==> config.mk <==
export PLATFORM = sky130hd
export DESIGN_NAME = serial_subtractor_flat
export DESIGN_NICKNAME = d
export VERILOG_FILES = /design/src/rtl/serial_subtractor_if.sv /design/src/rtl/serial_subtractor.sv /design/src/flat_wrapper.sv
export SDC_FILE = /design/constraint.sdc
export NUM_CORES = 1
export LEC_CHECK = 0
export CORE_MARGIN = 2
export CORE_UTILIZATION = 40
export DETAILED_ROUTE_END_ITERATION = 10
export GPL_TIMING_DRIVEN = 0
export HOLD_SLACK_MARGIN = 0.06
export PLACE_DENSITY = 0.63
export SLEW_MARGIN = 20
export SYNTH_ARGS = -nofsm -noshare
export SYNTH_HDL_FRONTEND = slang
export SYNTH_SLANG_ARGS = --single-unit
==> constraint.sdc <==
create_clock -name clk -period 1.8 [get_ports clk]
set_input_delay 0.18 -clock clk [delete_from_list [all_inputs] [get_ports clk]]
set_output_delay 0.18 -clock clk [all_outputs]
set_load 0.1 [all_outputs]
==> src/rtl/serial_subtractor_if.sv <==
// Handshake and data bus for the bit-serial subtractor.
//   start/A/B/Bin : request and operands (driven by the master)
//   ready/done    : idle indication and one-cycle completion pulse
//   diff/Bout/ovf : result, borrow out of the MSB, signed overflow
interface serial_subtractor_if #(
  parameter int unsigned WIDTH = 8
);
  logic             start;
  logic [WIDTH-1:0] A;
  logic [WIDTH-1:0] B;
  logic             Bin;
  logic             ready;
  logic [WIDTH-1:0] diff;
  logic             Bout;
  logic             ovf;
  logic             done;

  modport master (
    output start, A, B, Bin,
    input  ready, diff, Bout, ovf, done
  );

  modport slave (
    input  start, A, B, Bin,
    output ready, diff, Bout, ovf, done
  );
endinterface

==> src/rtl/serial_subtractor.sv <==
// Bit-serial WIDTH-bit subtractor: diff = A - B - Bin, one bit per clock,
// LSB first, through a single borrow flip-flop.
// Ports:
//   clk : rising-edge clock
//   rst : synchronous active-high reset
//   bus : serial_subtractor_if slave (start/A/B/Bin in; ready/diff/Bout/ovf/done out)
module serial_subtractor #(
  parameter int unsigned WIDTH = 8
) (
  input  logic                 clk,
  input  logic                 rst,
  serial_subtractor_if.slave   bus
);

  localparam int unsigned      CNT_W    = $clog2(WIDTH);
  localparam logic [CNT_W-1:0] LAST_CNT = CNT_W'(WIDTH - 1);

  typedef enum logic [1:0] {
    IDLE = 2'd0,
    RUN  = 2'd1,
    DONE = 2'd2
  } state_t;

  state_t             r_state;
  state_t             w_state_next;
  logic               w_accept;
  logic               w_last;

  logic [WIDTH-1:0]   r_op_a;
  logic [WIDTH-1:0]   r_op_b;
  logic [WIDTH-1:0]   r_part;
  logic               r_borrow;
  logic [CNT_W-1:0]   r_cnt;
  logic               r_a_msb;
  logic               r_b_msb;

  logic               r_ready;
  logic               r_done;
  logic [WIDTH-1:0]   r_diff;
  logic               r_bout;
  logic               r_ovf;

  logic               w_a;
  logic               w_b;
  logic               w_d;
  logic               w_br_next;
  logic [WIDTH-1:0]   w_part_next;

  // Full-subtractor cell on the current LSBs
  always_comb begin
    w_a         = r_op_a[0];
    w_b         = r_op_b[0];
    w_d         = w_a ^ w_b ^ r_borrow;
    w_br_next   = (~w_a & w_b) | (~(w_a ^ w_b) & r_borrow);
    w_part_next = {w_d, r_part[WIDTH-1:1]};
  end

  // State register
  always_ff @(posedge clk) begin
    if (rst) begin
      r_state <= IDLE;
    end else begin
      r_state <= w_state_next;
    end
  end

  // Next-state decode
  always_comb begin
    w_state_next = r_state;
    w_accept     = 1'b0;
    w_last       = 1'b0;
    case (r_state)
      IDLE: begin
        if (bus.start) begin
          w_accept     = 1'b1;
          w_state_next = RUN;
        end
      end
      RUN: begin
        if (r_cnt == LAST_CNT) begin
          w_last       = 1'b1;
          w_state_next = DONE;
        end
      end
      DONE:    w_state_next = IDLE;
      default: w_state_next = IDLE;
    endcase
  end

  // Handshake outputs registered from the next state so they track the FSM exactly
  always_ff @(posedge clk) begin
    if (rst) begin
      r_ready <= 1'b1;
      r_done  <= 1'b0;
    end else begin
      r_ready <= (w_state_next == IDLE);
      r_done  <= (w_state_next == DONE);
    end
  end

  // Operand shift registers, borrow, counter and result capture
  always_ff @(posedge clk) begin
    if (rst) begin
      r_op_a   <= '0;
      r_op_b   <= '0;
      r_part   <= '0;
      r_borrow <= 1'b0;
      r_cnt    <= '0;
      r_a_msb  <= 1'b0;
      r_b_msb  <= 1'b0;
      r_diff   <= '0;
      r_bout   <= 1'b0;
      r_ovf    <= 1'b0;
    end else if (w_accept) begin
      r_op_a   <= bus.A;
      r_op_b   <= bus.B;
      r_borrow <= bus.Bin;
      r_cnt    <= '0;
      r_a_msb  <= bus.A[WIDTH-1];
      r_b_msb  <= bus.B[WIDTH-1];
    end else if (r_state == RUN) begin
      r_op_a   <= {1'b0, r_op_a[WIDTH-1:1]};
      r_op_b   <= {1'b0, r_op_b[WIDTH-1:1]};
      r_part   <= w_part_next;
      r_borrow <= w_br_next;
      // Counter holds at the last bit rather than wrapping
      if (!w_last) begin
        r_cnt <= r_cnt + CNT_W'(1);
      end
      // Final bit: publish the completed result, never a partial one
      if (w_last) begin
        r_diff <= w_part_next;
        r_bout <= w_br_next;
        r_ovf  <= (r_a_msb != r_b_msb) && (w_d != r_a_msb);
      end
    end
  end

  assign bus.ready = r_ready;
  assign bus.done  = r_done;
  assign bus.diff  = r_diff;
  assign bus.Bout  = r_bout;
  assign bus.ovf   = r_ovf;

endmodule

==> src/flat_wrapper.sv <==
// flat-port wrapper written by rule: the top's interface ports become plain ports
module serial_subtractor_flat 
#(
  parameter int unsigned WIDTH = 8
)
  (clk, rst, bus_start, bus_A, bus_B, bus_Bin, bus_ready, bus_diff, bus_Bout, bus_ovf, bus_done);
  serial_subtractor_if #(.WIDTH(WIDTH)) bus_i ();
  input  logic clk;
  input  logic rst;
  input wire logic [$bits(bus_i.start)-1:0] bus_start;
  input wire logic [$bits(bus_i.A)-1:0] bus_A;
  input wire logic [$bits(bus_i.B)-1:0] bus_B;
  input wire logic [$bits(bus_i.Bin)-1:0] bus_Bin;
  output wire logic [$bits(bus_i.ready)-1:0] bus_ready;
  output wire logic [$bits(bus_i.diff)-1:0] bus_diff;
  output wire logic [$bits(bus_i.Bout)-1:0] bus_Bout;
  output wire logic [$bits(bus_i.ovf)-1:0] bus_ovf;
  output wire logic [$bits(bus_i.done)-1:0] bus_done;
  assign bus_i.start = bus_start;
  assign bus_i.A = bus_A;
  assign bus_i.B = bus_B;
  assign bus_i.Bin = bus_Bin;
  assign bus_ready = bus_i.ready;
  assign bus_diff = bus_i.diff;
  assign bus_Bout = bus_i.Bout;
  assign bus_ovf = bus_i.ovf;
  assign bus_done = bus_i.done;
  serial_subtractor #(.WIDTH(WIDTH)) u_core (.clk(clk), .rst(rst), .bus(bus_i));
endmodule
After elaboration in Yosys (flattened, before gate mapping)
Cells that the tools add are included.

operators by class
  equality and inequality tests = 5
  $add $sub $neg = 1
  multiplexer cells = 13
  reductions and logical operators = 8
  bitwise gates (word level) = 9

operator list
  operator                                              number
  two-way mux 8 bit                                     4
  two-way mux 1 bit                                     6
  zero test 2 bit                                       2
  two-way mux 2 bit                                     2
  inverter 1 bit                                        4
  case mux 2 bit (2 select lines)                       1
  AND reduction 2 bit                                   2
  adder 3 x 1 -> 3 bit (second input constant)          1
  equality test 3 bit (second input constant)           1
  AND reduction 3 bit                                   1
  bitwise AND 1 bit                                     2
  equality test 2 x 1 -> 1 bit (second input constant)  1
  equality test 2 bit (second input constant)           1
  != test 1 bit                                         2
  nonzero test 2 bit                                    1
  OR reduction 2 bit                                    1
  XOR 1 bit                                             2
  logical AND 1 bit                                     1
  bitwise OR 1 bit                                      1

storage, ports and cells
  bits of input ports = 20
  register bits after elaboration = 44
  output and inout bits = 12

Longest topological paths before layout
  depth in word-level cells = 6
  depth in mapped cells = 6
  mapped depth without buffers = 5

Worst setup path after synthesis
Ideal clock, no wire load.

  path kind = register to register
  from = register u_core.r_cnt[0]
  to = register u_core.r_diff[0], in the netlist u_core.bus.diff[0]
  buffers on the path = 1
  slack = 0.423 ns
  cell stages (with the launch flop) = 7
  arrival time = 1.307 ns
  cell sequence = dfxtp_1 -> ha_1 -> ha_1 -> nand3b_1 -> clkbuf_1 -> nand2_1 -> a21oi_1

between the ends
  word-level cells in the longest chain between the ends = 4

RTL lines
  item                           line                      text
  from (decl)                    serial_subtractor.sv:33   logic [CNT_W-1:0] r_cnt;
  from (signal assigned)         serial_subtractor.sv:128  r_cnt <= r_cnt + CNT_W'(1);
  equality test 3 bit            serial_subtractor.sv:80   if (r_cnt == LAST_CNT) begin
  two-way mux 1 bit              serial_subtractor.sv:80
  two-way mux 1 bit              serial_subtractor.sv:72   case (r_state)
  AND reduction 3 bit (no line)  --
  to (signal assigned)           serial_subtractor.sv:132  r_diff <= w_part_next;
  to (decl)                      serial_subtractor.sv:39   logic [WIDTH-1:0] r_diff;

No other way between the ends.
A chain may end at the register's enable or synchronous reset.

Final worst setup path
  from = register u_core.r_diff[5], in the netlist u_core.bus.diff[5]
  to = output bus_diff[5]

RTL lines
  item       line                text
  to (decl)  flat_wrapper.sv:15  output wire logic [$bits(bus_i.diff)-1:0] bus_diff;

No word-level cell between the ends.

==> impl_metrics.yaml <==
yosys:
  ys_seq_area_share_pct: 49.43
  synth_edf_count: 0
  syn_area_um2: 1742
  synthDistinctLibCells: 32
  synthArstFlopShare_pct: 0
  ys_seq_elements: 43
  synth_nets: 197
  syn_area_per_cell_um2: 10.01
  yosys_most_used_dff: "dfxtp_1"
  ys_warn_count: 0
  netlist_instances: 174
floorplan:
  ioPinCount: 32
  core.rowCount: 23
  die_height_um: 69.99
  core-area_um2: 4086
  dieArea_um2: 4898
  initial_core_util_pct: 42.62
  fp.dieW_um: 69.99
pwr:
  p_leak_nw: 0.8883
  pwr-share-clk_pct: 41.6
  ir_worst_vdd_uv: 451.8
  pwr-share-seq_pct: 47.9
  power.net_switching_uw: 454.7
  p_int_mw: 1.659
  swShare_pct: 21.51
  power_density_nw_per_um2: 947.0
  p_comb_share_pct: 10.5
finish:
  nNetsFinal: 235
  diodes: 0
  area_delta_synth_final_pct: 28.16
  fin_cells: 263
  final_common_cell: "dfxtp_1"
  final_cell_mix: "dfxtp_1, nand2_1, clkdlybuf4s50_1"
  final_cell_area_um2: 2232
  final_layout_size_suffix_gt1_share_pct: 11.27
timing:
  final-hold-violation-count: 0
  fin_crit_ns: 1.682
  fin_crit_sh_pct: 93.42
  tns_ns: 0
  holdWs_ns: 0.4515
  fmax_mhz: 594.7
  slew_headroom_pct: 36.60
  finalSetupViolCount: 0
  rsz0062_at_grt: "false"
  layout_setup_ws_ns: 0.1184
  slew_viol_final: 0
  finalClockSkew_ns: 0.005258
  worst_pin_slew_ns: 0.9548
cts:
  clkSlewWorstSetupHoldPaths_ns: 0.08
  clock_path_buffers: 2
  clock_sink_count: 43
  post_cts.repair.setup_buffers: 0
  cts_tree: "yes"
  root_buffer: "clkbuf_8"
  holdBufCountCts: 0
  h-tree-depth: 2
  clk_latency_ns: 0.29
  cts-buffers-inserted: 5
global_route:
  grt_pass1_wl_um: 5878
  track_usage_pct: 14.96
  overflow: 0
  first_global_vias: 1255
  grt_max_degree: 14
  antenna_found_initial: 0
critical_path:
  max_stage_delay_ns: 0.86
  crit_path_max_fanout: 2
  crit_family: "buffers and inverters"
  reg2reg_from: "u_core.r_cnt[0]$_SDFFE_PP0P_"
  timing.rr.end: "u_core.bus.diff[5]$_SDFFE_PP0P_"
  start_kind: "flip-flop"
  path_cells: "dlygate4sd2_1"
  rr_worst_depth: 6
  crit_type: "flip-flop to output pin"
  reg2reg_setup_slack_ns: 0.19
  slowest_stage: "dlygate4sd2_1"
  critPathBufInv: 1
  cp.required_ns: 1.62
  worst_ep_arrival_time_ns: 1.50
  cp-end-kind: "output pin"
placement:
  hpwlAfterDp_um: 2543
  pre_cts_slack_ns: 0.1214
  dpl-instance-area_um2: 2115
  globalplace.congestion: 0.7491
  port-buffer-count: 31
  place_inst: 255
status:
  outcome: "complete, no violations"
drt:
  drc_errors: 0
  first_pass_iters: 4
  vias: 1342
  wl_per_cell_um: 13.05
  drt_iter0_markers: 70
  routed_wl_um: 3431
  routed_via_density: 5.103
  ant_nets: 0
hold_path:
  min_to: "u_core.bus.diff[3]$_SDFFE_PP0P_"
  holdCritStartpoint: "u_core.bus.diff[3]$_SDFFE_PP0P_"
  holdPathStages: 2
  hp-class: "flip-flop to flip-flop"
run:
  maxCapViolCount: 0
## through the flow
step	total power [mW]	utilization [%]
2_1_floorplan	1.176	-
3_3_place_gp	1.253	51.75
3_5_place_dp	1.259	51.75
4_1_cts	2.131	54.62
5_1_grt	2.200	54.62
6_report	2.114	54.62
## cells by family after synthesis
kind of cell / count (synthesis) / synth area share [%]
adders and majority gates: 3 / 2.586
muxes: 4 / 2.299
and+or+nand+nor: 73 / 23.78
DFF: 43 / 49.43
xor gates and xnor gates: 1 / 0.5030
AOI/OAI and AO/OA: 37 / 15.66
buffers and inverters: 13 / 5.747
## cells in the mapped netlist (2+ instances only)
master / count / share of area [%]
dfxtp_1: 43 / 49
mux2i_1: 4 / 2.3
nor2_1: 12 / 2.6
and2_1: 13 / 4.7
a21oi_1: 17 / 4.9
inv_1: 2 / 0.43
buf_4: 2 / 0.86
nor3_1: 4 / 1.1
a22oi_1: 2 / 0.86
buf_2: 2 / 0.57
ha_1: 2 / 1.4
nand2b_1: 2 / 0.72
nand2_1: 30 / 6.5
nand3b_1: 2 / 0.86
a221o_1: 14 / 8.0
a211oi_1: 2 / 0.86
buf_6: 4 / 2.6
clkbuf_1: 2 / 0.43
nor3b_4: 2 / 2.2
## timing repair
action                                 4_1_cts  5_1_grt
gates resized for setup                     12        0
endpoints found under the hold margin        0        0
setup endpoints to repair                   12        0
## power groups by stage
stage	logic (mW)	clock network, mW	registers, mW
after global placement	0.220	0	1.03
final	0.222	0.879	1.01
after global routing	0.245	0.937	1.02
after CTS	0.224	0.894	1.01
after detailed placement	0.224	0	1.03
after floorplan	0.136	0	1.04
## layer usage
layer | share of wire, % | GRT usage [%]
met5 | 0 | 0
met1 | 44 | 18.32
met2 | 51 | 25.08
met4 | 0.32 | 4.487
met3 | 4.6 | 4.762
## sequential cells by signal (all words and copies together), names as in the netlist
name              flops
u_core.r_cnt          3
u_core.r_borrow       1
u_core.bus.ready      1
u_core.r_b_msb        1
u_core.bus.Bout       1
u_core.bus.ovf        1
u_core.r_op_a         8
u_core.r_a_msb        1
u_core.r_state        2
u_core.bus.done       1
u_core.r_part         7
u_core.r_op_b         8
u_core.bus.diff       8
## final cells by class
class	count	area [um^2]
Timing Repair Buffer	31	295.3
Tap cell	50	62.56
Fill cell	385	1854
Buffer	11	92.59
Inverter	2	7.507
Clock buffer	6	72.57
Sequential cell	43	860.8
Multi-Input combinational cell	118	780.7
Clock inverter	2	60.06
## how the worst max path moves through the flow
stage | endpoint | cells after the start | startpoint | slack [ns]
floorplan | u_core.bus.diff[0]$_SDFFE_PP0P_ | 6 | u_core.r_cnt[0]$_SDFFE_PP0P_ | 0.42
global placement | u_core.r_op_b[3]$_SDFFE_PP0P_ | 5 | rst | 0.14
detailed placement | u_core.r_op_b[3]$_SDFFE_PP0P_ | 5 | rst | 0.12
CTS | bus_diff[5] | 1 | u_core.bus.diff[5]$_SDFFE_PP0P_ | 0.1
global route | bus_Bout | 1 | u_core.bus.Bout$_SDFFE_PP0P_ | 0.07
finish | bus_diff[5] | 1 | u_core.bus.diff[5]$_SDFFE_PP0P_ | 0.12
Power figures use the tool's default switching activity.
